## src/rtl/hub75_scan_ctrl.sv

```systemverilog
// BCM scan sequencer for a HUB75 panel: hands (row, bit-plane) shift jobs to fetchshift and
// drives row address, latch and output-enable so the next plane shifts while the current one shows.
module hub75_scan_ctrl #(
   parameter int SCAN_ROWS   = 32,
   parameter int ADDR_W      = 5,
   parameter int BIT_PLANES  = 8,
   parameter int BASE_TICKS  = 4,
   parameter int DEAD_CYCLES = 2,
   parameter int TIMER_W     = 16
) (
   input  logic              sys_clk,
   input  logic              rst_n,
   input  logic              enable,
   input  logic              busy,
   output logic              start,
   output logic [2:0]        bit_cnt,
   output logic [5:0]        row_cnt,
   output logic [ADDR_W-1:0] row_addr,
   output logic              lat,
   output logic              oe_n,
   output logic              frame_done
);

   typedef enum logic [2:0] {
      IDLE, KICK, WAIT_BH, WAIT_BL, WAIT_DISP, BLANK, LATCH, UNBLANK
   } state_t;

   localparam int DEAD_W = (DEAD_CYCLES > 1) ? $clog2(DEAD_CYCLES) : 1;
   localparam logic [DEAD_W-1:0] LAST_DEAD = DEAD_W'(DEAD_CYCLES - 1);
   localparam logic [2:0]        LAST_BIT  = 3'(BIT_PLANES - 1);
   localparam logic [5:0]        LAST_ROW  = 6'(SCAN_ROWS - 1);

   state_t              state;
   logic [TIMER_W-1:0]  timer;
   logic [2:0]          disp_bit;
   logic [DEAD_W-1:0]   dead_cnt;

   // NOTE: every register here is assigned with <= so all of them see the pre-edge values.
   always_ff @(posedge sys_clk or negedge rst_n) begin
      if (!rst_n) begin
         state      <= IDLE;
         start      <= 1'b0;
         bit_cnt    <= '0;
         row_cnt    <= '0;
         row_addr   <= '0;
         lat        <= 1'b0;
         oe_n       <= 1'b1;
         frame_done <= 1'b0;
         timer      <= '0;
         disp_bit   <= '0;
         dead_cnt   <= '0;
      end else begin
         start      <= 1'b0;
         lat        <= 1'b0;
         frame_done <= 1'b0;
         if (timer != '0)
            timer <= timer - 1'b1;
         // oe_n tracks the timer's next value, so it is low exactly while timer != 0.
         oe_n <= (timer <= TIMER_W'(1));

         case (state)
            IDLE: begin
               if (enable) begin
                  state <= KICK;
                  start <= 1'b1;
               end
            end
            KICK:    state <= WAIT_BH;
            WAIT_BH: if (busy)  state <= WAIT_BL;
            WAIT_BL: if (!busy) state <= WAIT_DISP;
            WAIT_DISP: begin
               if (timer == '0) begin
                  state    <= BLANK;
                  dead_cnt <= '0;
               end
            end
            BLANK: begin
               if (dead_cnt == LAST_DEAD) begin
                  state    <= LATCH;
                  lat      <= 1'b1;
                  row_addr <= row_cnt[ADDR_W-1:0];
                  disp_bit <= bit_cnt;
               end else begin
                  dead_cnt <= dead_cnt + 1'b1;
               end
            end
            LATCH:   state <= UNBLANK;
            UNBLANK: begin
               timer <= TIMER_W'(BASE_TICKS) << disp_bit;
               oe_n  <= 1'b0;
               if (bit_cnt == LAST_BIT) begin
                  bit_cnt <= '0;
                  if (row_cnt == LAST_ROW) begin
                     row_cnt    <= '0;
                     frame_done <= 1'b1;
                  end else begin
                     row_cnt <= row_cnt + 1'b1;
                  end
               end else begin
                  bit_cnt <= bit_cnt + 1'b1;
               end
               // With enable low the plane just latched still displays; no further shift is started.
               if (enable) begin
                  state <= KICK;
                  start <= 1'b1;
               end else begin
                  state <= IDLE;
               end
            end
            default: state <= IDLE;
         endcase
      end
   end

endmodule

```

## config.mk

```make
export PLATFORM = sky130hd
export DESIGN_NAME = hub75_scan_ctrl
export DESIGN_NICKNAME = d
export VERILOG_FILES = /design/src/rtl/hub75_scan_ctrl.sv
export SDC_FILE = /design/constraint.sdc
export NUM_CORES = 1
export LEC_CHECK = 0
export ABC_AREA = 1
export BUFFER_PORTS_ARGS = -buffer_cell sky130_fd_sc_hd__clkbuf_2
export CAP_MARGIN = 20
export CORE_ASPECT_RATIO = 2
export CORE_MARGIN = 3
export CORE_UTILIZATION = 55
export DETAILED_ROUTE_END_ITERATION = 16
export GPL_TIMING_DRIVEN = 0
export PLACE_DENSITY = 0.75
export SETUP_SLACK_MARGIN = 0.3
export SKIP_CTS_REPAIR_TIMING = 1
export SYNTH_ARGS = -nofsm -noshare
export SYNTH_HDL_FRONTEND = slang
export SYNTH_SLANG_ARGS = --single-unit
```

## constraint.sdc

```tcl
create_clock -name sys_clk -period 1.6 [get_ports sys_clk]
set_input_delay 0.48 -clock sys_clk [delete_from_list [all_inputs] [get_ports sys_clk]]
set_output_delay 0.48 -clock sys_clk [all_outputs]
set_load 0.01 [all_outputs]
```

[Yosys cells after proc, flatten, opt, wreduce, memory -nomap -nowiden]
Cells that the tools add are included.
Storage, ports and cells
  output and inout port bits: 18
  word-level logic and storage cells: 63
  input bits: 4
  register bits: 41
Operators by class
  equality and inequality tests: 14
  multiplexer cells: 22
  reduce and logical (&&, ||, !) cells: 10
  shift-type cells: 1
  order comparisons: 1
  add/sub/neg operators: 4
Operators by type and width (count)
  2-to-1 mux 16 bit: 2
  case mux 3 bit (8 select lines): 1
  2-to-1 mux 3 bit: 6
  less-or-equal comparator 16 x 1 -> 1 bit (second input constant): 1
  zero test 16 bit: 1
  nonzero test 16 bit: 1
  left shift 3 x 3 -> 16 bit (first input constant): 1
  subtractor 16 x 1 -> 16 bit (second input constant): 1
  equality test 3 bit (second input constant): 5
  2-to-1 mux 1 bit: 11
  != test 2 bit (second input constant): 5
  adder 6 x 1 -> 6 bit (second input constant): 1
  equality test 3 x 2 -> 1 bit (second input constant): 2
  equality test 6 x 5 -> 1 bit (second input constant): 1
  2-to-1 mux 6 bit: 1
  AND reduction 2 bit: 3
  AND reduction 5 bit: 1
  nonzero test 2 bit: 2
  adder 3 x 1 -> 3 bit (second input constant): 1
  equality test 3 x 1 -> 1 bit (second input constant): 1
  zero test 3 bit: 1
  case mux 1 bit (2 select lines): 1
  OR reduction 2 bit: 1
  adder 1 bit (second input constant): 1

[Depth between registers and ports, before layout]
Gate-level depths: netlist of the first run.
  depth after elaboration: 4
  depth in mapped cells: 10
  depth with buffers taken out: 10

[Worst setup path after synthesis of the first run]
No wires, ideal clock.
  kind: register to register
  start point: register bit_cnt[0]
  end point: register row_cnt[4]
  slack: 164 ps
  data required time: 1477 ps
  library setup time: 123 ps
  cell stages (with the launch flop): 9
  path buffers: 0
  data arrival time: 1312 ps
  cells stage by stage: dfrtp_1 ha_1 ha_1 inv_1 nor2_8 inv_2 nor2_4 nand3_1 xor2_1
On the way
  longest elaborated chain between the ends: 2
Ends and longest elaborated chain
  from (decl): line 16  | output logic [2:0] bit_cnt,
  from (signal assigned): line 100  | bit_cnt <= bit_cnt + 1'b1;
  equality test 3 bit: line 91  | if (bit_cnt == LAST_BIT) begin
  AND reduction 2 bit (no source line)
  to (signal assigned): line 97  | row_cnt <= row_cnt + 1'b1;
  to (decl): line 17  | output logic [5:0] row_cnt,
No other way between the ends.
A chain may end at the register's enable or synchronous reset.

[Final worst setup path of the first run]
  start point: register timer[5]
  end point: register state[1]
On the way
  longest elaborated chain between the ends: 3
Ends and longest elaborated chain
  from (decl): line 34  | logic [TIMER_W-1:0] timer;
  from (signal assigned): line 57  | timer <= timer - 1'b1;
  from (signal assigned): line 89  | timer <= TIMER_W'(BASE_TICKS) << disp_bit;
  zero test 16 bit: line 72  | if (timer == '0) begin
  != test 2 bit (no source line)
  AND reduction 5 bit (no source line)
  to (signal assigned): line 70  | WAIT_BL: if (!busy) state <= WAIT_DISP;
  to (signal assigned): line 73  | state <= BLANK;
  to (signal assigned): line 79  | state <= LATCH;
  to (decl): line 33  | state_t state;
No other way between the ends.

==> results.py, run 1 <==
metrics = {
    "run_status": {
        "status": "finished clean",
    },
    "routing": {
        "first_pass_iters": 4,
        "vias": 2324,
        "routed_wl_um": 6660,
        "detail_route.wl_per_cell_um": 16.2,
        "viasPerCell": 5.64,
        "drt_iter0_drc": 119,
        "antenna_left": 0,
        "drcViolationCount": 0,
    },
    "flow_run": {
        "maxCapViolations": 0,
    },
    "cts": {
        "clk_pin_slew_ps": 90,
        "clock-sinks": 41,
        "clockBufferDepth": 2,
        "htree_levels": 2,
        "cts_buffers": 5,
        "worstSkewPairLatency_ps": 310,
        "root_buffer": "clkbuf_8",
        "cts_tree": "done",
    },
    "final_layout": {
        "final_cells": 412,
        "drive_gt1_frac": 0.380,
        "area_delta_synth_final_pct": 37.9,
        "antenna_cells": 0,
        "n_fill_cell": 246,
        "multi_input_area_um2": 1390,
        "fin_nets": 373,
        "ff_latch_area_um2": 1030,
        "final_cell_area_um2": 3200,
    },
    "placement": {
        "dp_cells": 375,
        "gp_congestion": 0.878,
        "placed_area_um2": 2540,
        "port_buffers": 21,
        "dp_hpwl_um": 4000,
    },
    "synth": {
        "synthCells": 303,
        "yosysMostFrequentCell": "nand2_1",
        "yosys.area_share.simple": 0.338,
        "synthesis.nets": 316,
        "synth_ff_type": "dfrtp_1",
        "synth_area_leaders": "dfrtp_1 (43%), nand2_1 (12%), nand3_1 (7.1%)",
        "synth-seq-area-share": 0.442,
        "postSynthAreaPerCell_um2": 7.66,
        "synth_top_family_by_area": "simple AND/OR/NAND/NOR gates",
        "synth_cell_types": 28,
        "synth-edff-count": 0,
        "ys_ff_latch": 41,
        "async_flop_share": 1.00,
        "muxShareOfSynthArea": 0,
        "synth_fa_ha_area_frac": 0.0485,
        "netlist.area_leader.share": 0.431,
        "synth_xor_area_frac": 0.00754,
        "synth_compound_area_frac": 0.0824,
        "syn_area_um2": 2320,
        "yosys_warnings": 0,
        "yosys-top-cells-count": "nand2_1 (76), inv_1 (41), dfrtp_1 (40)",
        "yosys.area.top_type": "dfrtp_1",
    },
    "floorplan": {
        "top_level_ports": 22,
        "die_area_um2": 5080,
        "die_w_um": 51.9,
        "rows": 32,
        "die_h_um": 97.9,
        "start_util": 0.586,
        "core_um2": 3960,
    },
    "sta": {
        "max_slew.worst_pin.slew_ps": 370,
        "slew_viol_final": 0,
        "finalClockSkew_ps": 9.25,
        "timing.final.crit_share": 0.943,
        "rsz0062_at_grt": "true",
        "max-slew-margin-rel": 0.751,
        "holdWs_ps": 38.8,
        "fmax_mhz": 663,
        "setup_viol": 0,
        "min_period_ps": 1510,
        "hold_viol_final": 0,
    },
    "setup_path": {
        "cp-end-kind": "flip-flop",
        "crit_fanout": 6,
        "crit_required_ps": 1800,
        "crit_path_start_kind": "flip-flop",
        "timing.setup.critical_path_class": "reg -> reg",
        "cp.arrival_ps": 1700,
    },
    "worst_hold_path": {
        "hp-class": "in -> async",
    },
    "global_routing": {
        "grt_pass1_vias": 2149,
        "grt_usage": 0.234,
        "grt.overflow.total": 0,
        "antenna_found_initial": 0,
        "grt_pass1_wl_um": 9080,
        "grt_max_degree": 42,
    },
    "power_and_ir_drop": {
        "powerDensity_nw_per_um2": 1820,
        "cellLeakagePower_nw": 1.59,
        "ir_worst_vdd_uv": 1280,
    },
}
==> cell families after synthesis <==
group / count (synthesis)
AOI/OAI and AO/OA: 36
xor gates and xnor gates: 2
adders and majority gates: 9
buffers and inverters: 48
DFF: 41
and+or+nand+nor: 167
==> path summary, 6_finish.rpt <==
| kind | from | to | slack (ps) | depth (start not counted) |
|---|---|---|---|---|
| min | rst_n | timer[10] | 40 | 1 |
| max reg2reg | timer[5] | state[1] | 90 | 8 |
| max | timer[5] | state[1] | 90 | 8 |
| min reg2reg | row_addr[3] | row_addr[3] | 520 | 2 |
| max in group asynchronous | rst_n | bit_cnt[2] | 1090 | 2 |
| min in group sys_clk | enable | start | 440 | 3 |
==> critical path, cell delays in order, from the launching register on <==
cell and delay [ps]:
dfrtp_1 460, nor2_1 200, nand2_2 130, nor2_4 200, nand2_4 120, nand2_4 120, nand2_4 60, nand2_1 60
nand2_1 40
==> placed cells by master, fill, tap and decap left out, types with 7 or more instances in the layout <==
master / count
o21ai_1: 7
clkbuf_2: 17
nor2_1: 24
nor2_4: 11
inv_2: 8
o21ai_0: 10
dfrtp_1: 34
buf_4: 21
nand2_1: 64
nand2_4: 7
buf_6: 9
nand3_1: 29
a21oi_1: 7
nand2_2: 9
inv_1: 34
==> state kept, by name (all words and copies together), names as in the netlist <==
register and count:
disp_bit 3, dead_cnt 1, row_addr 5, row_cnt 6, bit_cnt 3, lat 1, start 1, timer 16
state 3, frame_done 1, oe_n 1
==> stage by stage <==
step	total power [mW]	setup TNS [ps]	utilization	setup slack (ps)
final	5.83	0	0.808	91.4
after global routing	6.24	-27.9	0.808	-19.3
after CTS	4.74	0	0.670	45.0
after detailed placement	3.85	0	0.640	61.5
after global placement	3.80	0	0.640	109
after floorplan	3.30	0	-	217
==> area by class of cell <==
type,instances,share of cell area
tap,51,0.0199
clock inverter,1,0.00938
timing repair inverter,1,0.00234
sequential,41,0.323
buffer,2,0.0125
timing repair buffer,48,0.114
clock buffer,7,0.0270
multi-input combinational,215,0.434
inverter,46,0.0586
==> layer usage <==
layer,part of all wire,GRT usage
met1,0.35,0.237
met4,0.039,0.0909
met5,0,0
met2,0.58,0.443
met3,0.030,0.0382
==> power breakdown <==
group	switching [mW]	internal (mW)
sequential	0.405	1.38
combinational	1.89	1.26
clock	0.387	0.509
total	2.68	3.15
No activity file was read; power rests on OpenSTA's default activity.
==> run 2, diff against run 1 <==
--- a/config.mk
+++ b/config.mk
@@ -5,7 +5,6 @@
 export SDC_FILE = /design/constraint.sdc
 export NUM_CORES = 1
 export LEC_CHECK = 0
-export ABC_AREA = 1
 export BUFFER_PORTS_ARGS = -buffer_cell sky130_fd_sc_hd__clkbuf_2
 export CAP_MARGIN = 20
 export CORE_ASPECT_RATIO = 2
==> results.py, run 2 <==
metrics = {
    "cts": {
        "clk_pin_slew_ps": 80,
        "htree_levels": 2,
        "cts_tree": "done",
        "worstSkewPairLatency_ps": 290,
        "cts_buffers": 5,
        "clock-sinks": 41,
        "clockBufferDepth": 2,
        "root_buffer": "clkbuf_8",
    },
    "sta": {
        "setup_viol": 23,
        "hold_viol_final": 0,
        "min_period_ps": 2370,
        "timing.final.crit_share": 1.48,
        "slew_viol_final": 0,
        "holdWs_ps": 341,
        "max-slew-margin-rel": 0.328,
        "timing.final.ws_setup_ps": -772,
        "finalClockSkew_ps": 9.22,
        "max_slew.worst_pin.slew_ps": 1010,
        "rsz0062_at_grt": "true",
        "fmax_mhz": 422,
    },
    "final_layout": {
        "mostFrequentLayoutCells": "dfrtp_1 (32), buf_4 (25), nand2_1 (16)",
        "area_delta_synth_final_pct": 41.0,
        "n_fill_cell": 209,
        "regMostFlops": "timer",
        "antenna_cells": 0,
        "mostFrequentLayoutCell": "dfrtp_1",
        "fin_nets": 278,
        "largest_reg_flops": 16,
        "reg_top3": "timer: 16 flops, row_cnt: 6 flops, row_addr: 5 flops",
        "final_cell_area_um2": 3020,
        "drive_gt1_frac": 0.470,
    },
    "routing": {
        "antenna_left": 0,
        "first_pass_iters": 4,
        "routed_wl_um": 6070,
        "drcViolationCount": 0,
        "vias": 1957,
        "detail_route.wl_per_cell_um": 19.3,
        "viasPerCell": 6.21,
        "drt_iter0_drc": 82,
    },
    "synth": {
        "synth-seq-area-share": 0.480,
        "synth-edff-count": 0,
        "synthesis.nets": 221,
        "yosys_warnings": 0,
        "yosys-top-cells-count": "dfrtp_1 (40), nand2_1 (20), nor2_1 (16)",
        "async_flop_share": 1.00,
        "synth_cell_types": 44,
        "synth_ff_type": "dfrtp_1",
        "synthCells": 208,
        "postSynthAreaPerCell_um2": 10.3,
        "synth_area_leaders": "dfrtp_1 (47%), ha_1 (5.3%), mux2_2 (5.3%)",
        "syn_area_um2": 2140,
        "yosysMostFrequentCell": "dfrtp_1",
        "ys_ff_latch": 41,
        "netlist.area_leader.share": 0.467,
        "yosys.area.top_type": "dfrtp_1",
    },
    "global_routing": {
        "antenna_found_initial": 0,
        "grt.overflow.total": 0,
        "grt_usage": 0.222,
        "grt_max_degree": 42,
        "grt_pass1_vias": 1767,
        "grt_pass1_wl_um": 7960,
    },
    "power_and_ir_drop": {
        "ir_worst_vdd_uv": 1140,
        "cellLeakagePower_nw": 1.40,
        "p_total_mw": 5.41,
        "powerDensity_nw_per_um2": 1790,
    },
    "setup_path": {
        "cp-end-kind": "flip-flop",
        "crit_cells": 7,
        "r2r_cells": 7,
        "path_cells": "inv_2 -> ha_4 -> or3b_4 -> buf_6 -> or4_4 -> a211oi_4 -> mux2_4",
        "path_delay_family": "simple AND/OR/NAND/NOR gates",
        "cpPeakStageDelay_ps": 460,
        "cp_slowest_cell": "or4_4",
        "cp.arrival_ps": 2550,
        "r2r-start": "timer[0]",
        "worstReg2RegEnd": "state[1]",
        "timing.setup.critical_path_class": "reg -> reg",
        "crit_required_ps": 1780,
        "rrSetupSlack_ps": -770,
        "crit_fanout": 6,
        "crit_path_start_kind": "flip-flop",
        "cp-startpoint": "timer[0]",
        "endpoint": "state[1]",
        "path_buf_inv": 2,
    },
    "floorplan": {
        "die_area_um2": 4730,
        "die_h_um": 94.3,
        "start_util": 0.581,
        "core_um2": 3680,
        "die_w_um": 50.1,
        "top_level_ports": 22,
        "rows": 31,
    },
    "worst_hold_path": {
        "hp-class": "in -> async",
    },
    "run_status": {
        "violations": "setup timing",
        "status": "complete, but fails checks",
    },
    "placement": {
        "dp_hpwl_um": 3480,
        "placed_area_um2": 2470,
        "port_buffers": 21,
        "gp_congestion": 0.792,
    },
    "flow_run": {
        "maxCapViolations": 0,
    },
}
run 2: changes by cell type in the layout (fill, tap and decap cells not counted), moves of 7 or more:
cell / previous run / this run
buf_2: 0 / 9
clkbuf_2: 17 / 6
inv_1: 34 / 5
mux2_2: 0 / 8
nand2_1: 64 / 16
nand2_2: 9 / 2
nand3_1: 29 / 5
nor2_1: 24 / 15
nor2_4: 11 / 1
o21ai_1: 7 / 0
run 2: kinds of logic (layout without fill, tap and decap cells):
| kind of cell | Yosys count | count (layout) | synth area share |
|---|---|---|---|
| AND/OR/NAND/NOR | 87 | 88 | 0.218 |
| buffers and inverters | 17 | 74 | 0.0368 |
| adder cells (fa/ha/maj) | 9 | 9 | 0.0526 |
| XOR/XNOR | 8 | 8 | 0.0327 |
| multiplexers | 14 | 14 | 0.0713 |
| AO/OA/AOI/OAI | 32 | 32 | 0.109 |
| flip-flops | 41 | 41 | 0.480 |
run 2: area by class of cell:
type	count	area, um^2	area share
buffer	10	93.8	0.0311
clock buffer	6	82.6	0.0273
clock inverter	2	37.5	0.0124
inverter	7	26.3	0.00870
multi-input combinational	151	1310	0.433
sequential	41	1040	0.343
tap	49	61.3	0.0203
timing repair buffer	49	374	0.124
run 2: report_power, final:
part	switching (mW)	internal (mW)
Clock	0.373	0.508
Combinational	1.42	1.35
Sequential	0.400	1.35
Total	2.19	3.22
run 2: through the flow:
step	TNS (ps)	utilization	worst slack, ps	cells
floorplan	-7620	-	-699	208
global placement	-10080	0.672	-781	278
detailed placement	-11220	0.672	-819	278
CTS	-11740	0.704	-847	286
global route	-12250	0.820	-812	315
finish	-10800	0.820	-772	315
run 2: how the worst min path moves through the flow:
stage / to / cells after the start
after floorplan: bit_cnt[0] / 0
after global placement: oe_n / 1
after detailed placement: oe_n / 1
after CTS: timer[8] / 1
after global routing: timer[15] / 1
final: timer[15] / 1
run 2: routing by layer:
layer / global-route usage / up-vias / routed length, um
li1: - / 871 / -
met1: 0.222 / 981 / 2170
met2: 0.419 / 79 / 3350
met3: 0.0382 / 26 / 266
met4: 0.111 / 0 / 278
met5: 0 / - / 0
run 2: worst reg2reg max path, cell delays in order, from the launching register on:
cell	delay, ps
dfrtp_1	430
inv_2	90
ha_4	130
or3b_4	370
buf_6	140
or4_4	460
a211oi_4	300
mux2_4	320
